--- src/rtl/rate_counter_pkg.sv ---
// Shared constants and elaboration helpers for rate_counter and its tick generator.
package rate_counter_pkg;

  localparam int WIDTH_DEF = 4;
  localparam int NSEL_DEF  = 4;
  localparam int BASE_DEF  = 1;
  localparam int STEP_DEF  = 1;

  localparam logic UP   = 1'b1;
  localparam logic DOWN = 1'b0;

  function automatic int clog2(input int v);
    int r;
    int x;
    r = 0;
    x = v - 1;
    while (x > 0) begin
      r++;
      x = x >> 1;
    end
    return r;
  endfunction

  function automatic int sel_w(input int nsel);
    return (clog2(nsel) < 1) ? 1 : clog2(nsel);
  endfunction

  // Prescaler must hold the widest divide exponent the select range can reach.
  function automatic int pre_w(input int base, input int step, input int nsel);
    int w;
    w = base + step * (nsel - 1);
    return (w < 1) ? 1 : w;
  endfunction

endpackage

--- src/rtl/rate_counter_tick_gen.sv ---
// Free-running prescaler with clamped rate select; tick_o is high when the low N
// prescaler bits are all ones, N = BASE + STEP*sel_eff.
module rate_counter_tick_gen
  import rate_counter_pkg::*;
#(
  parameter int NSEL = NSEL_DEF,
  parameter int BASE = BASE_DEF,
  parameter int STEP = STEP_DEF,
  localparam int SEL_W = sel_w(NSEL),
  localparam int PRE_W = pre_w(BASE, STEP, NSEL)
) (
  input  logic             clk_i,
  input  logic             rst_n_i,
  input  logic [SEL_W-1:0] sel_i,
  output logic             tick_o
);

  logic [PRE_W-1:0] pre_q;
  logic [PRE_W-1:0] pre_d;
  logic [PRE_W-1:0] mask;
  logic [SEL_W-1:0] sel_eff;
  int               n;

  assign pre_d = pre_q + PRE_W'(1);

  always_ff @(posedge clk_i or negedge rst_n_i) begin
    if (!rst_n_i) begin
      pre_q <= '0;
    end else begin
      pre_q <= pre_d;
    end
  end

  always_comb begin
    sel_eff = sel_i;
    if (int'(sel_i) > NSEL - 1) begin
      sel_eff = SEL_W'(NSEL - 1);
    end
    n = BASE + STEP * int'(sel_eff);
    mask = '0;
    for (int i = 0; i < PRE_W; i++) begin
      mask[i] = (i < n);
    end
  end

  // Bits outside the mask are forced to one, so N=0 gives a constant tick.
  assign tick_o = &(pre_q | ~mask);

endmodule

--- src/rtl/rate_counter.sv ---
// Enable-gated up/down counter stepping on prescaler ticks, wrap or saturate at terminal.
// Optional synchronous load port enabled by defining RATE_COUNTER_LOAD_EN.
module rate_counter
  import rate_counter_pkg::*;
#(
  parameter int WIDTH    = WIDTH_DEF,
  parameter int NSEL     = NSEL_DEF,
  parameter int BASE     = BASE_DEF,
  parameter int STEP     = STEP_DEF,
  parameter int SATURATE = 0,
  localparam int SEL_W   = sel_w(NSEL)
) (
  input  logic             clk_i,
  input  logic             rst_n_i,
  input  logic             en_i,
  input  logic             up_i,
  input  logic [SEL_W-1:0] sel_i,
`ifdef RATE_COUNTER_LOAD_EN
  input  logic             load_i,
  input  logic [WIDTH-1:0] load_val_i,
`endif
  output logic [WIDTH-1:0] count_o,
  output logic             carry_o,
  output logic             tick_o
);

  logic [WIDTH-1:0] count_q;
  logic [WIDTH-1:0] count_d;
  logic             carry_q;
  logic             carry_d;
  logic             tick;
  logic             at_term;

  rate_counter_tick_gen #(
    .NSEL (NSEL),
    .BASE (BASE),
    .STEP (STEP)
  ) u_tick_gen (
    .clk_i   (clk_i),
    .rst_n_i (rst_n_i),
    .sel_i   (sel_i),
    .tick_o  (tick)
  );

  assign at_term = ((up_i == UP)   && (count_q == '1)) ||
                   ((up_i == DOWN) && (count_q == '0));

  always_comb begin
    count_d = count_q;
    carry_d = 1'b0;
    if (tick && en_i) begin
      carry_d = at_term;
      if (!(at_term && (SATURATE != 0))) begin
        count_d = (up_i == UP) ? count_q + WIDTH'(1) : count_q - WIDTH'(1);
      end
    end
`ifdef RATE_COUNTER_LOAD_EN
    if (load_i) begin
      count_d = load_val_i;
      carry_d = 1'b0;
    end
`endif
  end

  always_ff @(posedge clk_i or negedge rst_n_i) begin
    if (!rst_n_i) begin
      count_q <= '0;
      carry_q <= 1'b0;
    end else begin
      count_q <= count_d;
      carry_q <= carry_d;
    end
  end

  assign count_o = count_q;
  assign carry_o = carry_q;
  assign tick_o  = tick;

endmodule

--- config.mk ---
export PLATFORM = sky130hd
export DESIGN_NAME = rate_counter
export DESIGN_NICKNAME = d
export VERILOG_FILES = /design/src/rtl/rate_counter_pkg.sv /design/src/rtl/rate_counter_tick_gen.sv /design/src/rtl/rate_counter.sv
export SDC_FILE = /design/constraint.sdc
export NUM_CORES = 1
export LEC_CHECK = 0
export CORE_AREA = 2 2 39 41
export DETAILED_ROUTE_END_ITERATION = 10
export DIE_AREA = 0 0 41 43
export GPL_ROUTABILITY_DRIVEN = 0
export PLACE_DENSITY_LB_ADDON = 0.25
export SLEW_MARGIN = 10
export SYNTH_ARGS = -nofsm -noshare
export SYNTH_HDL_FRONTEND = slang
export SYNTH_SLANG_ARGS = --single-unit
--- constraint.sdc ---
create_clock -name clk_i -period 1.43 [get_ports clk_i]
set_clock_uncertainty 0.2 [all_clocks]
set_input_delay 0.286 -clock clk_i [delete_from_list [all_inputs] [get_ports clk_i]]
set_output_delay 0.286 -clock clk_i [all_outputs]
set_load 0.03 [all_outputs]
==> flow_summary.json, run 1 <==
{
  "synth_common_cells": "9 x dfrtp_1, 3 x ha_1, 3 x inv_1, 3 x xnor2_1",
  "antenna_found_initial": 0,
  "htreeDepth": 1,
  "fin_util_pct": 59.8,
  "synth_area_leader_cell": "dfrtp_1",
  "crit_fanout": 2,
  "fin_crit_sh_pct": 117,
  "ff2ff_path_depth": 5,
  "cp.required_ps": 940,
  "rsz0062_at_grt": "yes",
  "final_hold_viol_count": 0,
  "holdBufCountCts": 0,
  "synth.distinct_cells": 20,
  "cts_buffers": 3,
  "clockBufferDepth": 2,
  "synth_area_leaders": "dfrtp_1 47%, ha_1 7.8%, mux2_4 6.2%",
  "start_util_pct": 35.0,
  "dr.pass1.iters": 4,
  "worstMarginPinSlew_ps": 402,
  "wirelength_mm": 1.10,
  "critPathArrivalTime_ps": 1180,
  "synth_cells": 40,
  "gr-usage-all-layers_pct": 16.6,
  "seq_area_frac_synth_pct": 46.5,
  "maxCapViolations": 0,
  "cts.sinks": 9,
  "route.detailed.drc": 0,
  "ys_warn_count": 0,
  "dp_cells": 77,
  "cp-end-kind": "output port",
  "timing.hold.ws_ps": 117,
  "violations": "setup timing",
  "diodes": 0,
  "grt_max_degree": 10,
  "ant_nets": 0,
  "fin_crit_ps": 1670,
  "setup_violations": 7,
  "p_leak_nw": 0.402,
  "async_reset_ff_share_pct": 100,
  "die_h_um": 43,
  "cts_tree": "done",
  "syn-num-nets": 50,
  "hold_class": "input port to async pin",
  "drt_iter0_markers": 1,
  "cellPowerDensity_mw_per_mm2": 1810,
  "ys_ff_latch": 9,
  "fmax_ghz": 0.599,
  "rrSetupSlack_ps": -100,
  "cp_slowest_cell": "dfrtp_1",
  "slew_headroom_pct": 73.1,
  "nNetsFinal": 81,
  "core-area_sq_mm": 0.00138,
  "gr-total-overflow": 0,
  "pin_count": 12,
  "clock_latency_ps": 260,
  "yosysMostFrequentCell": "dfrtp_1",
  "grt_pass1_wl_mm": 1.88,
  "die_x_um": 41,
  "vias_per_cell": 4.78,
  "vias": 411,
  "row_count": 14,
  "cp_top_family": "flip-flops",
  "synth_top_area_share_pct": 46.5,
  "path_class": "flip-flop to output port",
  "timing.rr.start": "count_o[2]",
  "ys.flop_type": "dfrtp_1",
  "synth_edf_count": 0,
  "clk_pin_slew_ps": 70,
  "cp_cell_sequence": "nor2b_4, o21ai_2, and3_4, buf_6",
  "slowest_delay_ps": 400,
  "cts_root_buf": "clkbuf_4",
  "power_mw": 1.50,
  "netlist_area_sq_um": 484,
  "dpl.hpwl_um": 789,
  "r2r-end": "count_o[3]",
  "drive_above_1_share_pct": 64.3,
  "peakVddDrop_mv": 1.06,
  "avgRoutedWirePerCell_um": 12.8,
  "area_growth_pct": 70.8,
  "worstSetupStartpointType": "flip-flop",
  "stdcell_count": 86,
  "grt_pass1_vias": 407,
  "die_area_sq_mm": 0.00176,
  "outcome": "complete, but fails checks",
  "layout_setup_ws_ps": -238,
  "io_buffers": 11,
  "cp_num_buf_inv": 1,
  "avgSynthCellArea_sq_um": 12.1,
  "slew_violations": 0
}
-- power breakdown --
| part | internal (mW) | switching (mW) | total (mW) |
|---|---|---|---|
| logic | 0.527 | 0.371 | 0.898 |
| registers | 0.322 | 0.0839 | 0.406 |
| clock network | 0.107 | 0.0896 | 0.197 |
| total | 0.957 | 0.544 | 1.50 |
-- layout by cell type (no fill, tap or decap), types with 2 or more instances in the layout --
cell type,n
xor2_1,2
dfrtp_1,6
clkbuf_4,3
mux2_4,2
and3_2,2
xnor2_1,3
buf_4,12
dfrtp_2,3
inv_1,2
buf_6,9
ha_4,2
nor2_2,2
dlygate4sd2_1,3
clkdlybuf4s50_1,2
-- per-layer routing --
layer  GRT usage (%)  wire length (um)
met5               0                 0
met4            13.3                19
met3            2.09                18
met2            24.1               615
met1            20.8               449
-- what timing repair did --
action                                  4_1_cts  5_1_grt
gates cloned                                  0        0
pin swaps                                     8        4
setup buffers                                 4        2
gates resized for setup                      17        4
endpoints found under the setup margin        9       10
-- flip-flops by register name, summed over array words and instances (netlist names) --
name and cells:
u_tick_gen.pre_q 4, carry_o 1, count_o 4
-- cell families (layout without fill, tap and decap cells) --
| kind of cell | after synthesis | in the layout | share of synthesized area [%] |
|---|---|---|---|
| buf+inv | 3 | 33 | 2.33 |
| simple gates | 11 | 11 | 15.0 |
| mux | 2 | 2 | 6.20 |
| flops | 9 | 9 | 46.5 |
| compound gates | 6 | 6 | 9.05 |
| fa+ha+maj | 4 | 4 | 11.9 |
| xor+xnor | 5 | 5 | 9.05 |
-- through the flow --
step	instance area (sq um)	setup TNS (ps)	setup slack, ps
2_1_floorplan	504	-538	-179
3_3_place_gp	694	-2840	-634
3_5_place_dp	694	-2960	-636
4_1_cts	806	-650	-247
5_1_grt	827	-1020	-297
6_report	827	-616	-238
-- worst max path at each step --
stage / start / end / cells after the start
floorplan: count_o[2] / count_o[3] / 5
global placement: up_i / count_o[2] / 5
detailed placement: up_i / count_o[2] / 5
CTS: u_tick_gen.pre_q[3] / tick_o / 4
global route: u_tick_gen.pre_q[3] / tick_o / 4
finish: u_tick_gen.pre_q[3] / tick_o / 4
-- layout make-up --
type / count / area, sq um
Multi-Input combinational cell: 28 / 303
Inverter: 3 / 11.3
Fill cell: 124 / 557
Clock buffer: 4 / 26.3
Tap cell: 16 / 20.0
Sequential cell: 9 / 229
Timing Repair Buffer: 26 / 238
(Power assumes the default switching activity.)
==> run 2, diff against run 1 <==
--- a/config.mk
+++ b/config.mk
@@ -13,4 +13,5 @@
 export SLEW_MARGIN = 10
 export SYNTH_ARGS = -nofsm -noshare
 export SYNTH_HDL_FRONTEND = slang
+export SYNTH_HIERARCHICAL = 1
 export SYNTH_SLANG_ARGS = --single-unit
==> flow_summary.json, run 2 <==
{
  "synth_cells": 46,
  "cp_top_family": "flip-flops",
  "layout_commonest_cell": "buf_4",
  "diodes": 0,
  "vias_per_cell": 4.76,
  "die_x_um": 41,
  "rsz0062_at_grt": "yes",
  "cp-end-kind": "output port",
  "cp.required_ps": 940,
  "grt_pass1_vias": 504,
  "synth_top_area_share_pct": 44.9,
  "vias": 462,
  "setup_tns_ps": -1120,
  "drt_iter0_markers": 10,
  "outcome": "complete, but fails checks",
  "core-area_sq_mm": 0.00138,
  "syn-num-nets": 56,
  "cts_buffers": 3,
  "peakVddDrop_mv": 1.43,
  "route.detailed.drc": 0,
  "dpl.hpwl_um": 851,
  "cp_slowest_cell": "dfrtp_1",
  "clock_latency_ps": 250,
  "clockBufferDepth": 2,
  "slew_headroom_pct": 73.2,
  "die_h_um": 43,
  "area_growth_pct": 76.1,
  "path_class": "flip-flop to output port",
  "dr.pass1.iters": 2,
  "fin_crit_ps": 1750,
  "worstMarginPinSlew_ps": 400,
  "dpl_cell_area_sq_um": 751,
  "avgSynthCellArea_sq_um": 10.9,
  "violations": "setup timing",
  "netlist_area_sq_um": 502,
  "htreeDepth": 1,
  "gr-total-overflow": 0,
  "avgRoutedWirePerCell_um": 12.1,
  "fin_area_sq_um": 883,
  "layout_common_cells": "19 x buf_4, 7 x dfrtp_1, 7 x buf_6",
  "cp_num_buf_inv": 2,
  "slew_violations": 0,
  "synth_common_cells": "9 x dfrtp_1, 4 x nand2_1, 3 x ha_1, 3 x nand3_1, 3 x xnor2_1",
  "cts_tree": "done",
  "async_reset_ff_share_pct": 100,
  "maxCapViolations": 0,
  "cellPowerDensity_mw_per_mm2": 1680,
  "ant_nets": 0,
  "p_leak_nw": 0.430,
  "hold_class": "input port to async pin",
  "synth_area_leaders": "dfrtp_1 45%, ha_1 7.5%, xnor2_1 5.2%",
  "setup_violations": 7,
  "ys_ff_latch": 9,
  "pin_count": 12,
  "row_count": 14,
  "grt_max_degree": 10,
  "nNetsFinal": 92,
  "ys_warn_count": 6,
  "cp_cell_sequence": "o21ai_2, a221oi_4, buf_4, buf_6",
  "nFillCells": 115,
  "synth_edf_count": 0,
  "fmax_ghz": 0.571,
  "slowest_delay_ps": 380,
  "ys.flop_type": "dfrtp_1",
  "io_buffers": 11,
  "layout_setup_ws_ps": -321,
  "cts.sinks": 9,
  "drive_above_1_share_pct": 50.6,
  "seq_area_frac_synth_pct": 44.9,
  "grt_pass1_wl_mm": 2.06,
  "timing.hold.ws_ps": 123,
  "cts_root_buf": "clkbuf_4",
  "gr-usage-all-layers_pct": 17.3,
  "clk_pin_slew_ps": 60,
  "crit_fanout": 3,
  "fin_crit_sh_pct": 122,
  "synth_area_leader_cell": "dfrtp_1",
  "start_util_pct": 36.3,
  "synth.distinct_cells": 25,
  "die_area_sq_mm": 0.00176,
  "worstSetupStartpointType": "flip-flop",
  "wirelength_mm": 1.18,
  "final_hold_viol_count": 0,
  "yosysMostFrequentCell": "dfrtp_1",
  "critPathArrivalTime_ps": 1260,
  "antenna_found_initial": 0
}
[run 2: layer usage]
| metal | up-vias | share of wire [%] | track usage (%) |
|---|---|---|---|
| met5 | - | 0 | 0 |
| met1 | 216 | 51 | 25.5 |
| met4 | 0 | 0 | 6.00 |
| li1 | 238 | - | - |
| met3 | 0 | 4.2 | 3.66 |
| met2 | 8 | 45 | 24.4 |
[run 2: stage by stage]
stage,utilization [%],instances,setup slack [ps],total power [mW]
finish,63.8,97,-321,1.49
global route,63.8,97,-420,1.59
CTS,63.5,97,-366,1.48
detailed placement,54.2,88,-635,1.05
global placement,54.2,88,-641,1.05
floorplan,-,46,-383,0.752
[run 2: timing repair]
action / in CTS / in global routing
pin swaps: 3 / 1
setup endpoints to repair: 9 / 10
hold buffers: 0 / 0
resized for setup: 14 / 3
setup buffers: 5 / 0
[run 2: cells by family after synthesis]
kind of cell	synth area share [%]
and+or+nand+nor	16.2
AOI/OAI and AO/OA	14.0
DFF	44.9
xor gates and xnor gates	6.98
adders and majority gates	11.5
buffers and inverters	2.24
muxes	4.24
[run 2: power breakdown]
group	total (mW)	leakage [nW]	internal [mW]	switching [mW]
Combinational	0.892	0.303	0.491	0.401
Clock	0.192	0.0150	0.107	0.0845
Sequential	0.403	0.112	0.318	0.0849
Total	1.49	0.430	0.916	0.570
[run 2: worst register-to-register path: cells and delay by family (launching register included)]
kind | cells | cell delay (ps)
AO/OA/AOI/OAI | 4 | 660
buffers and inverters | 1 | 180
flip-flops | 1 | 380
AND/OR/NAND/NOR | 1 | 140
[run 2: path summary, 6_finish.rpt]
path	cells after the start	from	slack, ps	to
min in group clk_i	2	u_tick_gen/pre_q[2]	360	u_tick_gen/pre_q[2]
worst min register to register	2	u_tick_gen/pre_q[2]	360	u_tick_gen/pre_q[2]
worst min-delay path	1	rst_n_i	120	count_o[2]
worst max register to register	6	u_tick_gen/pre_q[1]	-240	count_o[3]
max in group asynchronous	1	rst_n_i	600	count_o[1]
worst max-delay path	4	u_tick_gen/pre_q[1]	-320	tick_o
[run 2: cell type report]
class                   count  area, sq um  area share (%)
clock buffers               4         26.3            2.97
flip-flops and latches      9          228            25.8
multi-input cells          34          327            37.0
repair buffers             31          272            30.7
well taps                  16         20.0            2.27
inverters                   3         11.3            1.27
